[config.mk]
export PLATFORM = sky130hd
export DESIGN_NAME = alu_arbiter
export DESIGN_NICKNAME = d
export VERILOG_FILES = /design/src/rtl/alu_pkg.sv /design/src/rtl/alu.sv /design/src/rtl/rr_picker.sv /design/src/rtl/alu_arbiter.sv
export SDC_FILE = /design/constraint.sdc
export NUM_CORES = 1
export LEC_CHECK = 0
export BUFFER_PORTS_ARGS = -buffer_cell sky130_fd_sc_hd__buf_2
export CORE_MARGIN = 4
export CORE_UTILIZATION = 45
export CTS_BUF_LIST = sky130_fd_sc_hd__clkbuf_2
export DETAILED_ROUTE_END_ITERATION = 12
export PLACE_DENSITY = 0.73
export SYNTH_ARGS = -nofsm -noshare
export SYNTH_HDL_FRONTEND = slang
export SYNTH_HIERARCHICAL = 1
export SYNTH_SLANG_ARGS = --single-unit
[constraint.sdc]
create_clock -name clk -period 18.9 [get_ports clk]
set_input_delay 0.945 -clock clk [delete_from_list [all_inputs] [get_ports clk]]
set_output_delay 0.945 -clock clk [all_outputs]
set_load 0.005 [all_outputs]
[src/rtl/alu_pkg.sv]
// Shared ALU encodings, request bundle and helpers for the ALU arbiter.
package alu_pkg;

    localparam logic [2:0] F3_ADDSUB = 3'h0;
    localparam logic [2:0] F3_SLL    = 3'h1;
    localparam logic [2:0] F3_XOR    = 3'h4;
    localparam logic [2:0] F3_OR     = 3'h6;
    localparam logic [2:0] F3_AND    = 3'h7;

    localparam logic [6:0] F7_SUB    = 7'h20;

    // Result pattern returned for funct3 encodings the ALU does not implement.
    localparam logic [31:0] ALU_BAD_DATA = 32'h0000cccc;

    typedef struct packed {
        logic [31:0] a;
        logic [31:0] b;
        logic [2:0]  funct3;
        logic [6:0]  funct7;
    } alu_req_t;

    function automatic logic f3_supported(input logic [2:0] f3);
        return (f3 == F3_ADDSUB) || (f3 == F3_SLL) || (f3 == F3_XOR) ||
               (f3 == F3_OR) || (f3 == F3_AND);
    endfunction

endpackage

[src/rtl/alu.sv]
// Combinational integer ALU: add/sub, sll, xor, or, and. Mod 2^32, no flags.
module ALU
    import alu_pkg::*;
(
    input  logic [31:0] a,
    input  logic [31:0] b,
    input  logic [2:0]  funct3,
    input  logic [6:0]  funct7,
    output logic [31:0] y
);

    // Decode funct3; any non-zero funct7 on ADDSUB selects subtract.
    always_comb begin
        y = ALU_BAD_DATA;
        case (funct3)
            F3_ADDSUB: y = (funct7 == 7'h00) ? (a + b) : (a - b);
            F3_SLL:    y = a << b[4:0];
            F3_XOR:    y = a ^ b;
            F3_OR:     y = a | b;
            F3_AND:    y = a & b;
            default:   y = ALU_BAD_DATA;
        endcase
    end

endmodule

[src/rtl/rr_picker.sv]
// Combinational round-robin picker: first valid index at or after ptr, cyclic.
module rr_picker #(
    parameter int NREQ = 4,
    parameter int ID_W = $clog2(NREQ)
) (
    input  logic [NREQ-1:0] valid,
    input  logic [ID_W-1:0] ptr,
    output logic [NREQ-1:0] gnt,
    output logic [ID_W-1:0] idx,
    output logic            any
);

    // Two passes: indices >= ptr first, then wrap to the low indices.
    always_comb begin
        gnt = '0;
        idx = '0;
        any = 1'b0;
        for (int j = 0; j < NREQ; j++) begin
            if (!any && valid[j] && (j >= int'(ptr))) begin
                any    = 1'b1;
                gnt[j] = 1'b1;
                idx    = ID_W'(j);
            end
        end
        for (int j = 0; j < NREQ; j++) begin
            if (!any && valid[j]) begin
                any    = 1'b1;
                gnt[j] = 1'b1;
                idx    = ID_W'(j);
            end
        end
    end

endmodule

[src/rtl/alu_arbiter.sv]
// Round-robin arbiter sharing one ALU among NREQ requesters, one-entry
// response register, one result per cycle when the consumer keeps up.
module alu_arbiter
    import alu_pkg::*;
#(
    parameter int NREQ = 4,
    parameter int ID_W = $clog2(NREQ)
) (
    input  logic                 clk,
    input  logic                 rst,
    input  logic [NREQ-1:0]       req_valid,
    output logic [NREQ-1:0]       req_ready,
    input  logic [NREQ-1:0][31:0] req_a,
    input  logic [NREQ-1:0][31:0] req_b,
    input  logic [NREQ-1:0][2:0]  req_funct3,
    input  logic [NREQ-1:0][6:0]  req_funct7,
    output logic                 rsp_valid,
    input  logic                 rsp_ready,
    output logic [31:0]          rsp_data,
    output logic [ID_W-1:0]      rsp_id,
    output logic                 rsp_err
);

    logic [ID_W-1:0] ptr_q, ptr_d;
    logic            rsp_valid_q, rsp_valid_d;
    logic [31:0]     rsp_data_q, rsp_data_d;
    logic [ID_W-1:0] rsp_id_q, rsp_id_d;
    logic            rsp_err_q, rsp_err_d;

    logic            free;
    logic            take;
    logic [NREQ-1:0] gnt;
    logic [ID_W-1:0] gidx;
    logic            gany;
    alu_req_t        win;
    logic [31:0]     alu_y;

    // Slot can take a new result if empty or being drained this cycle.
    assign free = !rsp_valid_q || rsp_ready;
    assign take = !rst && free && gany;

    rr_picker #(.NREQ(NREQ), .ID_W(ID_W)) u_pick (
        .valid (req_valid),
        .ptr   (ptr_q),
        .gnt   (gnt),
        .idx   (gidx),
        .any   (gany)
    );

    // Accept only the picked requester, and never while in reset.
    always_comb begin
        req_ready = '0;
        if (!rst && free) begin
            req_ready = gnt;
        end
    end

    // Steer the winner's operands into the single ALU.
    always_comb begin
        win.a      = req_a[gidx];
        win.b      = req_b[gidx];
        win.funct3 = req_funct3[gidx];
        win.funct7 = req_funct7[gidx];
    end

    ALU u_alu (
        .a      (win.a),
        .b      (win.b),
        .funct3 (win.funct3),
        .funct7 (win.funct7),
        .y      (alu_y)
    );

    // Capture on handshake (overwriting a drained entry), clear on drain only.
    always_comb begin
        ptr_d       = ptr_q;
        rsp_valid_d = rsp_valid_q;
        rsp_data_d  = rsp_data_q;
        rsp_id_d    = rsp_id_q;
        rsp_err_d   = rsp_err_q;
        if (take) begin
            ptr_d       = (gidx == ID_W'(NREQ - 1)) ? '0 : gidx + ID_W'(1);
            rsp_valid_d = 1'b1;
            rsp_data_d  = alu_y;
            rsp_id_d    = gidx;
            rsp_err_d   = !f3_supported(win.funct3);
        end else if (rsp_ready) begin
            rsp_valid_d = 1'b0;
        end
    end

    // State registers; reset discards any pending response.
    always_ff @(posedge clk) begin
        if (rst) begin
            ptr_q       <= '0;
            rsp_valid_q <= 1'b0;
            rsp_data_q  <= '0;
            rsp_id_q    <= '0;
            rsp_err_q   <= 1'b0;
        end else begin
            ptr_q       <= ptr_d;
            rsp_valid_q <= rsp_valid_d;
            rsp_data_q  <= rsp_data_d;
            rsp_id_q    <= rsp_id_d;
            rsp_err_q   <= rsp_err_d;
        end
    end

    assign rsp_valid = rsp_valid_q;
    assign rsp_data  = rsp_data_q;
    assign rsp_id    = rsp_id_q;
    assign rsp_err   = rsp_err_q;

endmodule
# After elaboration in Yosys (flattened, before gate mapping)

Cells that the tools add are included.

Register bits: 38
Input bits: 303
Output and inout port bits: 40
Word-level logic and storage cells: 87

$add $sub $neg: 3
Magnitude comparators: 4
Equal/unequal tests: 5
Shift-type cells: 1
Multiplexer cells: 36
Bitwise gates (word level): 3
Reductions and logical operators: 30

Operators with widths:

| kind                                                                               | number |
|---|---|
| 32-bit case mux with 5 select lines                                                | 1 |
| 32-bit binary-select mux with 2-bit select                                         | 2 |
| 32-bit two-way mux                                                                 | 3 |
| 32-bit adder                                                                       | 1 |
| 32-bit AND                                                                         | 1 |
| 32-bit bitwise OR                                                                  | 1 |
| 32-bit by 5-bit << shifter with 32-bit output                                      | 1 |
| 32-bit subtractor                                                                  | 1 |
| 32-bit bitwise XOR                                                                 | 1 |
| 1-bit two-way mux                                                                  | 18 |
| 7-bit binary-select mux with 2-bit select                                          | 1 |
| 2-bit two-way mux                                                                  | 7 |
| 1-bit logical AND                                                                  | 12 |
| 1-bit zero test                                                                    | 10 |
| 3-bit equality test, second input constant                                         | 3 |
| 7-bit zero test                                                                    | 1 |
| 7-bit two-way mux                                                                  | 1 |
| 3-bit binary-select mux with 2-bit select                                          | 1 |
| 1-bit logical OR                                                                   | 5 |
| 1-bit by 2-bit greater-or-equal comparator with 1-bit output, first input constant | 2 |
| 4-bit two-way mux                                                                  | 1 |
| 3-bit by 1-bit equality test with 1-bit output, second input constant              | 1 |
| 3-bit zero test                                                                    | 1 |
| 2-bit by 3-bit < comparator with 1-bit output, second input constant               | 1 |
| other kinds (5)                                                                    | 5 |

# Longest topological paths before layout

Gate-level depths: netlist of run 1.

Word-level depth: 34
Mapped depth: 29
Depth with buffers taken out: 23

# Hierarchy

The synthesis of run 1 kept the hierarchy.

Modules (own cells, without submodules):

| module      | times used | cells an instance | area each (µm²) | sequential area each (µm²) |
|---|---|---|---|---|
| ALU         | 1          | 895               | 6,169.7         | 0.0 |
| alu_arbiter | 1          | 269               | 3,290.7         | 760.7 |
| rr_picker   | 1          | 33                | 222.7           | 0.0 |

# Worst setup path before layout of run 1

Ideal clock, no wire load.

Kind: in2reg
From: in req_valid[3]
To: reg rsp_data_q[29], in the netlist rsp_data[29]
Library setup time: 126 ps
Arrival time: 6,745 ps
Data required time: 18,774 ps
Path slack: 12,029 ps
Cell stages on the path: 26
Path buffers: 5
Cells stage by stage: buf_4 -> nand3b_1 -> o21ai_1 -> a221oi_1 -> buf_2 -> buf_1 -> mux4_2 -> buf_2 -> inv_1 -> buf_1 -> ha_1 -> nand3_1 -> nor3_1 -> nand2_1 -> nor4_1 -> nor2_1 -> xnor2_1 -> ha_1 -> a21o_1 -> or4_1 -> nor4_2 -> nor4_1 -> or3_1 -> a31o_1 -> inv_1 -> o21ai_1

RTL lines:

| element                | line               | source |
|---|---|---|
| start: declaration     | alu_arbiter.sv:11  | `input logic [NREQ-1:0] req_valid,` |
| end signal: assignment | alu_arbiter.sv:103 | `rsp_data_q <= rsp_data_d;` |
| end: declaration       | alu_arbiter.sv:26  | `logic [31:0] rsp_data_q, rsp_data_d;` |

==> impl_metrics.json, run 1 <==
{
  "tns_ns": 0,
  "grt_util_all_layers_pct": 27.4,
  "place_ws_ns": 10.94,
  "n_antenna_cell": 0,
  "syn_avg_cell_area_um2": 8.09,
  "max-vdd-ir-drop_v": 0.0000429,
  "cts_hold_buf": 0,
  "synth-seq-cells": 38,
  "cts_buffer_depth": 2,
  "cts_resized": 0,
  "worstSetupEndpointType": "flop",
  "status": "finished clean",
  "synth_ff_type": "dfxtp_1",
  "max_slew_margin_pct": 36.8,
  "timing.final.ws_setup_ns": 11.33,
  "required_ns": 19.19,
  "grt_pass1_vias": 10100,
  "wl_met2_um": 16300,
  "die_area_um2": 23900,
  "syn_inst": 1197,
  "ys_seq_area_share_pct": 7.86,
  "cap_violations": 0,
  "top_layer": "met5",
  "synth-async-reset-ratio_pct": 0,
  "routedLengthMet1_um": 14400,
  "routedWlPerCell_um": 19.8,
  "p_sw_mw": 0.541,
  "wl_um": 34500,
  "power_frac_seq_pct": 10.5,
  "fin_hold_ws_ns": 0.507,
  "io_buffers": 342,
  "drv_slew": 0,
  "rows": 53,
  "ioPinCount": 343,
  "synth_edf_count": 0,
  "final_common_cell": "buf_2",
  "path_class": "reg -> reg",
  "fin_skew_ns": 0.0217,
  "final_cell_mix": "buf_2, inv_1, nand2_1, ha_1, mux4_2",
  "drive_gt1_share_pct": 32.4,
  "dp_hpwl_um": 27700,
  "grt.overflow.total": 0,
  "syn_nets": 1604,
  "p_int_mw": 0.479,
  "met3_length_um": 3160,
  "final_hold_viol_count": 0,
  "rsz0062_at_grt": "no",
  "vias_per_cell": 6.04,
  "max_freq_mhz": 132,
  "period_share_pct": 40.0,
  "critPathLaunchType": "flop",
  "start_util_pct": 45.9,
  "hold_class": "reg -> reg",
  "synth_area_leaders": "mux4_2, ha_1, dfxtp_1",
  "area_delta_synth_final_pct": 19.4,
  "yosysWarnings": 6,
  "htree_levels": 2,
  "ant_nets": 0,
  "grt_pass1_wl_um": 53900,
  "clk_root_buffer_cell": "clkbuf_2",
  "fill_cells": 2046,
  "place.gp.congestion": 0.977,
  "synth_largest_area_cell": "mux4_2",
  "synth.distinct_cells": 73,
  "grt_max_degree": 61,
  "syn-cell-area_um2": 9680,
  "grt_antenna_before_repair": 1,
  "die_y_um": 155,
  "cts_buffers": 5,
  "setup_viol": 0,
  "die_x_um": 155,
  "cts.clk_slew.worst_paths_ns": 0.21,
  "cts_setup_buffers": 0,
  "coreArea_um2": 21100,
  "cp.arrival_ns": 7.86,
  "dr.pass1.iters": 6,
  "vias": 10600,
  "final_nets": 1879,
  "drcViolationCount": 0,
  "swShare_pct": 53.0,
  "power_frac_comb_pct": 83.3,
  "insertion_delay_ns": 0.39,
  "min_period_ns": 7.57,
  "r2r_slack_ns": 11.33,
  "power.density_nw_per_um2": 88.2,
  "clock_power_share_pct": 6.1,
  "cts_tree": "yes",
  "p_leak_nw": 5.47,
  "drtIter0Drc": 936,
  "worst-slew-pin-transition_ns": 0.939,
  "yosys.area.top_type_share_pct": 20.5,
  "clkSinkCount": 38,
  "cp_max_fo": 55
}
[sequential cells by signal (all words and copies together) (netlist names)]
register and cells:
rsp_data 32, ptr_q 2, rsp_id 2, rsp_err 1, rsp_valid 1
[metal layers]
metal  global-route usage, %  vias up
met4                    6.31        2
li1                        -     5011
met2                    45.8      493
met5                       0        -
met3                    4.84       52
met1                    37.2     4997
[Yosys cell counts, types with 12 or more instances]
library cell and count:
inv_1 128, a22o_1 23, o21ai_0 80, nand2_1 110, xnor2_1 44, nor2_1 57
clkbuf_1 44, a21oi_1 80, mux4_2 88, ha_1 103, a21o_1 15, o21ai_1 36
a31oi_1 13, o211ai_1 42, buf_1 24, o21a_1 12, buf_4 12, dfxtp_1 38
mux2i_1 46
[per-stage QoR]
step | power (mW) | instance area (µm²) | utilization, % | cells
2_1_floorplan | 0.711 | 9680 | - | 1197
3_3_place_gp | 0.930 | 11500 | 54.4 | 1740
3_5_place_dp | 0.939 | 11500 | 54.4 | 1740
4_1_cts | 1.00 | 11600 | 54.8 | 1748
5_1_grt | 1.11 | 11600 | 54.8 | 1748
6_report | 1.02 | 11600 | 54.8 | 1748
[final timing paths]
path                                           startpoint                        end  cells after the start
worst max-delay path                ptr_q[0]$_SDFFE_PP0P_  rsp_data[29]$_SDFFE_PP0P_                     23
worst min register to register  rsp_data[25]$_SDFFE_PP0P_  rsp_data[25]$_SDFFE_PP0P_                      2
worst max register to register      ptr_q[0]$_SDFFE_PP0P_  rsp_data[29]$_SDFFE_PP0P_                     23
worst min-delay path            rsp_data[25]$_SDFFE_PP0P_  rsp_data[25]$_SDFFE_PP0P_                      2
[power groups by stage]
| stage | sequential, mW | clock (mW) | combinational (mW) |
|---|---|---|---|
| 6_report | 0.107 | 0.0627 | 0.850 |
| 2_1_floorplan | 0.108 | 0 | 0.603 |
| 3_5_place_dp | 0.109 | 0 | 0.830 |
| 3_3_place_gp | 0.108 | 0 | 0.822 |
| 4_1_cts | 0.107 | 0.0631 | 0.833 |
| 5_1_grt | 0.109 | 0.0668 | 0.933 |
[cells by family (layout without fill, tap and decap cells)]
group | count (synthesis) | in the layout | synth area share [%]
compound gates | 389 | 389 | 26.4
simple gates | 253 | 253 | 12.3
mux | 138 | 138 | 25.7
buf+inv | 221 | 497 | 9.42
xor+xnor | 54 | 54 | 4.88
flops | 38 | 38 | 7.86
fa+ha+maj | 104 | 104 | 13.5
[area by class of cell]
type	count	area [µm²]	area share, %
sequential	38	761	6.58
clock inverter	3	63.8	0.552
tap	275	344	2.98
clock buffer	5	25.0	0.216
timing repair buffer	358	1830	15.8
multi-input combinational	938	8040	69.6
inverter	131	492	4.25
[critical path, cell delays in order (launching register included)]
cell	delay [ns]
dfxtp_1	0.60
nor2b_1	0.12
o21bai_1	0.21
a221oi_4	0.29
buf_4	0.55
mux4_2	0.57
buf_4	0.34
inv_1	0.29
ha_1	0.24
nand3_1	0.19
nor3_1	0.39
nand2_1	0.21
nor4_1	0.75
nor2_1	0.12
xnor2_1	0.17
ha_1	0.35
a21o_1	0.24
or4_1	0.49
nor4_2	0.48
nor4_1	0.13
or3_1	0.37
a31o_1	0.21
inv_1	0.04
o21ai_1	0.05
(Power assumes the default switching activity.)
==> run 2: changes to the inputs <==
--- a/config.mk
+++ b/config.mk
@@ -5,12 +5,13 @@
 export SDC_FILE = /design/constraint.sdc
 export NUM_CORES = 1
 export LEC_CHECK = 0
+export ABC_AREA = 1
 export BUFFER_PORTS_ARGS = -buffer_cell sky130_fd_sc_hd__buf_2
 export CORE_MARGIN = 4
 export CORE_UTILIZATION = 45
 export CTS_BUF_LIST = sky130_fd_sc_hd__clkbuf_2
 export DETAILED_ROUTE_END_ITERATION = 12
-export PLACE_DENSITY = 0.73
+export PLACE_DENSITY = 0.75
 export SYNTH_ARGS = -nofsm -noshare
 export SYNTH_HDL_FRONTEND = slang
 export SYNTH_HIERARCHICAL = 1
==> constraint.sdc (replaced) <==
create_clock -name clk -period 6.16 [get_ports clk]
set_input_delay 0.308 -clock clk [delete_from_list [all_inputs] [get_ports clk]]
set_output_delay 0.308 -clock clk [all_outputs]
set_load 0.005 [all_outputs]
==> run 2 against run 1 <==
Effect of this change:
- highest routed layer is now met4
- critical path type unchanged
- sequential power increased to 3.8 times the previous value
- flip-flop and latch count is the same
- worst hold slack lost 0.41 ns
==> impl_metrics.json, run 2 <==
{
  "cap_violations": 0,
  "cts.clk_slew.worst_paths_ns": 0.20,
  "wl_met2_um": 21600,
  "cts_hold_buf": 0,
  "drive_gt1_share_pct": 19.0,
  "synth_area_leaders": "nand2_1, ha_1, nand3_1",
  "vias": 14600,
  "ioPinCount": 343,
  "yosysMostFrequentCell": "nand2_1",
  "io_buffers": 342,
  "stdcell_count": 2578,
  "dp_hpwl_um": 40200,
  "cts_resized": 0,
  "die_x_um": 161,
  "die_y_um": 161,
  "period_share_pct": 89.4,
  "area_delta_synth_final_pct": 19.0,
  "cts_setup_buffers": 0,
  "top_layer": "met4",
  "dp_cells": 2570,
  "syn-cell-area_um2": 10500,
  "clkSinkCount": 38,
  "start_util_pct": 46.0,
  "synth_ff_type": "dfxtp_1",
  "rsz0062_at_grt": "no",
  "place.gp.congestion": 1.04,
  "drcViolationCount": 0,
  "insertion_delay_ns": 0.44,
  "met3_length_um": 4730,
  "syn_avg_cell_area_um2": 5.29,
  "synth-seq-cells": 38,
  "coreArea_um2": 22800,
  "grt.overflow.total": 0,
  "clk_root_buffer_cell": "clkbuf_2",
  "htree_levels": 2,
  "grt_antenna_before_repair": 0,
  "power.density_nw_per_um2": 432,
  "setup_viol": 0,
  "tns_ns": 0,
  "rows": 55,
  "ys_seq_area_share_pct": 7.27,
  "vias_per_cell": 5.67,
  "fin_skew_ns": 0.0408,
  "total_power_mw": 5.38,
  "cp_max_fo": 105,
  "status": "finished clean",
  "syn_inst": 1980,
  "ant_nets": 0,
  "critPathLaunchType": "flop",
  "final_cell_area_um2": 12500,
  "cts_buffers": 5,
  "dr.pass1.iters": 6,
  "n_antenna_cell": 0,
  "cts_tree": "yes",
  "syn_nets": 2387,
  "grt_pass1_vias": 13200,
  "final_hold_viol_count": 0,
  "final_cell_mix": "nand2_1, buf_2, nor2_1, nand3_1, inv_1",
  "critPathSlowestCell": "o22ai_1",
  "max_slew_margin_pct": 14.2,
  "synth-async-reset-ratio_pct": 0,
  "yosysWarnings": 6,
  "synth_edf_count": 0,
  "die_area_um2": 25800,
  "final_nets": 2671,
  "routedWlPerCell_um": 18.8,
  "final_common_cell": "nand2_1",
  "synth_common_cells": "nand2_1, nor2_1, nand3_1, inv_1, o21ai_0",
  "grt_pass1_wl_um": 73400,
  "max-vdd-ir-drop_v": 0.000162,
  "max_freq_mhz": 182,
  "routedLengthMet1_um": 20100,
  "cp.arrival_ns": 5.79,
  "worst-slew-pin-transition_ns": 1.28,
  "largest_reg_flops": 32,
  "worstSetupEndpointType": "flop",
  "wl_um": 48500,
  "hold_class": "in -> reg",
  "path_class": "reg -> reg",
  "synth.distinct_cells": 49,
  "drtIter0Drc": 1730,
  "dpl_cell_area_um2": 12400,
  "grt_max_degree": 139,
  "drv_slew": 0,
  "grt_util_all_layers_pct": 35.3,
  "required_ns": 6.44,
  "cp_common_cell": "nand2_1",
  "cp_slowest_stage_delay_ns": 0.48,
  "synth_largest_area_cell": "nand2_1",
  "yosys.area.top_type_share_pct": 19.8,
  "min_period_ns": 5.51,
  "cts_buffer_depth": 2,
  "p_leak_nw": 6.83
}
==> run 2: per-layer routing <==
metal,GRT usage [%],vias to the layer above
met4,11.9,0
met2,57.6,838
met1,48.2,6616
met5,0,-
met3,4.59,104
li1,-,7059
==> run 2: cell families after synthesis <==
family	share of synthesized area (%)
adder cells (fa/ha/maj)	12.5
XOR/XNOR	2.59
AND/OR/NAND/NOR	44.0
buffers and inverters	13.2
flip-flops	7.27
AO/OA/AOI/OAI	20.4
==> run 2: worst paths after layout <==
| path | startpoint | to | slack [ns] | cells after the start |
|---|---|---|---|---|
| setup / recovery | ptr_q[1]$_SDFFE_PP0P_ | rsp_data[18]$_SDFFE_PP0P_ | 0.65 | 28 |
| hold / removal | rst | ptr_q[0]$_SDFFE_PP0P_ | 0.1 | 2 |
| setup reg to reg | ptr_q[1]$_SDFFE_PP0P_ | rsp_data[18]$_SDFFE_PP0P_ | 0.65 | 28 |
| hold reg to reg | rsp_data[9]$_SDFFE_PP0P_ | rsp_data[9]$_SDFFE_PP0P_ | 0.50 | 2 |
==> run 2: layout make-up <==
| type | count | area (µm²) |
|---|---|---|
| clock inverters | 3 | 63.8 |
| multi-input cells | 1619 | 8370 |
| repair buffers | 378 | 2010 |
| clock buffers | 5 | 25.0 |
| fillers | 2517 | 10300 |
| inverters | 222 | 838 |
| flip-flops and latches | 38 | 761 |
| well taps | 313 | 392 |
==> run 2: power by group <==
group          leakage [nW]  switching, mW  internal (mW)
Clock                0.0506          0.101          0.108
Combinational          6.47           3.26           1.50
Sequential            0.314         0.0649          0.345
Total                  6.83           3.43           1.95
==> run 2: worst max-delay path, delay by kind of cell (launching register included) <==
kind | cells | cell delay (ns)
buffers and inverters | 4 | 0.87
xor gates and xnor gates | 1 | 0.18
AOI/OAI and AO/OA | 4 | 0.84
and+or+nand+nor | 18 | 2.58
adders and majority gates | 1 | 0.41
DFF | 1 | 0.38
==> run 2: stage by stage <==
step	hold slack, ns	setup slack, ns	utilization [%]
2_1_floorplan	0.377	1.87	-
3_3_place_gp	0.459	0.920	54.3
3_5_place_dp	0.472	0.881	54.3
4_1_cts	0.0820	0.830	54.7
5_1_grt	0.0757	0.190	54.7
6_report	0.0990	0.650	54.7
==> run 3: changes to the inputs <==
--- a/config.mk
+++ b/config.mk
@@ -7,11 +7,12 @@
 export LEC_CHECK = 0
 export ABC_AREA = 1
 export BUFFER_PORTS_ARGS = -buffer_cell sky130_fd_sc_hd__buf_2
+export CAP_MARGIN = 5
 export CORE_MARGIN = 4
-export CORE_UTILIZATION = 45
+export CORE_UTILIZATION = 49
 export CTS_BUF_LIST = sky130_fd_sc_hd__clkbuf_2
 export DETAILED_ROUTE_END_ITERATION = 12
-export PLACE_DENSITY = 0.75
+export PLACE_DENSITY = 0.81
 export SYNTH_ARGS = -nofsm -noshare
 export SYNTH_HDL_FRONTEND = slang
 export SYNTH_HIERARCHICAL = 1
==> constraint.sdc (replaced) <==
create_clock -name clk -period 6.16 [get_ports clk]
set_input_delay 0.616 -clock clk [delete_from_list [all_inputs] [get_ports clk]]
set_output_delay 0.616 -clock clk [all_outputs]
set_load 0.005 [all_outputs]
==> run 3 against run 2 <==
Effect of this change:
- worst hold slack gained 0.30 ns
- first-iteration DRC count shrank 1.1%
- clock power shrank 42%
- design area grew 0.41%
- core utilization grew 4.8 points
- total power shrank 0.32%
- global-route usage grew 3.6 points
- highest routed layer unchanged
- critical path depth is the same
- flip-flop and latch count is the same
- combinational power grew 1%
- maximum frequency grew 0.32%
- clock-buffer cell count is the same
==> impl_metrics.json, run 3 (synthesis gave the netlist of run 2 again) <==
{
  "clkSinkCount": 38,
  "grt_pass1_wl_um": 74300,
  "min_period_ns": 5.49,
  "hold_class": "in -> reg",
  "drive_gt1_share_pct": 19.8,
  "p_leak_nw": 6.91,
  "period_share_pct": 89.2,
  "max-vdd-ir-drop_v": 0.000164,
  "grt.overflow.total": 0,
  "final_hold_viol_count": 0,
  "path_class": "reg -> reg",
  "max_freq_mhz": 182,
  "critPathLaunchType": "flop",
  "required_ns": 6.47,
  "clk_root_buffer_cell": "clkbuf_2",
  "fin_hold_ws_ns": 0.397,
  "cts_tree": "yes",
  "worst-slew-pin-transition_ns": 0.905,
  "htree_levels": 2,
  "die_y_um": 154,
  "ioPinCount": 343,
  "critPathSlowestCell": "o22ai_1",
  "vias_per_cell": 5.81,
  "cts_buffers": 5,
  "rsz0062_at_grt": "no",
  "n_antenna_cell": 0,
  "dr.pass1.iters": 6,
  "insertion_delay_ns": 0.44,
  "die_x_um": 154,
  "ant_nets": 0,
  "cts_buffer_depth": 2,
  "die_area_um2": 23800,
  "cp_common_cell": "nand2_1",
  "cts_resized": 0,
  "start_util_pct": 49.8,
  "worstSetupEndpointType": "flop",
  "cp.arrival_ns": 5.80,
  "final_cell_mix": "nand2_1, buf_2, nor2_1, nand3_1, inv_1",
  "grt_pass1_vias": 13600,
  "drtIter0Drc": 1711,
  "routedWlPerCell_um": 19.1,
  "cts_setup_buffers": 0,
  "area_delta_synth_final_pct": 19.5,
  "fill_cells": 2236,
  "fin_skew_ns": 0.0368,
  "clock_power_share_pct": 2.3,
  "dp_hpwl_um": 40700,
  "cap_violations": 0,
  "cp_max_fo": 45,
  "grt_antenna_before_repair": 0,
  "cp_slowest_stage_delay_ns": 0.50,
  "grt_max_degree": 151,
  "drv_slew": 0,
  "grt_util_all_layers_pct": 38.9,
  "tns_ns": 0,
  "final_common_cell": "nand2_1",
  "cts_hold_buf": 0,
  "place.gp.congestion": 1.04,
  "io_buffers": 342,
  "swShare_pct": 64.2,
  "largest_reg_flops": 32,
  "max_slew_margin_pct": 39.6,
  "power_frac_comb_pct": 90.1,
  "coreArea_um2": 21000,
  "vias": 14900,
  "wl_um": 48900,
  "p_int_mw": 1.92,
  "power.density_nw_per_um2": 429,
  "setup_viol": 0,
  "p_sw_mw": 3.44,
  "power_frac_seq_pct": 7.6,
  "drcViolationCount": 0,
  "cts.clk_slew.worst_paths_ns": 0.22,
  "final_nets": 2693,
  "status": "finished clean",
  "rows": 53
}
## run 3: changes by cell type in the layout (fill, tap and decap cells not counted)
| cell | change |
|---|---|
| bufinv_16 | -2 |
| buf_12 | -1 |
| buf_4 | +23 |
| clkinv_1 | -1 |
| clkinv_2 | +2 |
## run 3: path summary, 6_finish.rpt
check,slack [ns],endpoint,depth (start not counted),startpoint
setup / recovery,0.67,rsp_data[27]$_SDFFE_PP0P_,28,ptr_q[1]$_SDFFE_PP0P_
hold / removal,0.40,ptr_q[0]$_SDFFE_PP0P_,2,rst
hold reg to reg,0.49,rsp_data[13]$_SDFFE_PP0P_,2,rsp_data[13]$_SDFFE_PP0P_
setup reg to reg,0.67,rsp_data[27]$_SDFFE_PP0P_,28,ptr_q[1]$_SDFFE_PP0P_
## run 3: worst max-delay path, delay by kind of cell (launching register included)
family	cells	cell delay [ns]
and+or+nand+nor	18	2.54
buffers and inverters	3	0.94
AOI/OAI and AO/OA	5	0.89
adders and majority gates	1	0.41
DFF	1	0.39
xor gates and xnor gates	1	0.16
## run 3: power groups by stage
| stage | Clock [mW] | Sequential (mW) | Combinational, mW |
|---|---|---|---|
| after floorplan | 0 | 0.408 | 3.13 |
| after global placement | 0 | 0.410 | 4.62 |
| after detailed placement | 0 | 0.413 | 4.67 |
| after CTS | 0.123 | 0.406 | 4.69 |
| after global routing | 0.132 | 0.417 | 5.33 |
| final | 0.121 | 0.408 | 4.83 |
## run 3: final cells by class
| class | count | area, µm² | area share (%) |
|---|---|---|---|
| Multi-Input combinational cell | 1619 | 8370 | 66.9 |
| Tap cell | 275 | 344 | 2.75 |
| Clock buffer | 5 | 25.0 | 0.200 |
| Inverter | 222 | 838 | 6.70 |
| Sequential cell | 38 | 761 | 6.08 |
| Clock inverter | 2 | 10.0 | 0.0800 |
| Timing Repair Buffer | 400 | 2160 | 17.3 |
## run 3: routing by layer
| metal | part of all wire (%) | global-route usage [%] | wire length [µm] |
|---|---|---|---|
| met5 | 0 | 0 | 0 |
| met3 | 11 | 6.47 | 5430 |
| met2 | 43 | 61.0 | 20800 |
| met1 | 41 | 52.7 | 20100 |
| met4 | 5.2 | 16.7 | 2540 |
## run 3: metrics by stage
| step | utilization, % | setup WS, ns | instances | power (mW) | cell area, µm² |
|---|---|---|---|---|---|
| after global routing | 59.5 | 0.325 | 2561 | 5.87 | 12500 |
| after CTS | 59.5 | 0.955 | 2561 | 5.22 | 12500 |
| after floorplan | - | 1.64 | 1980 | 3.54 | 10500 |
| final | 59.5 | 0.668 | 2561 | 5.36 | 12500 |
| after detailed placement | 59.3 | 0.742 | 2554 | 5.08 | 12500 |
| after global placement | 59.3 | 0.750 | 2554 | 5.03 | 12500 |
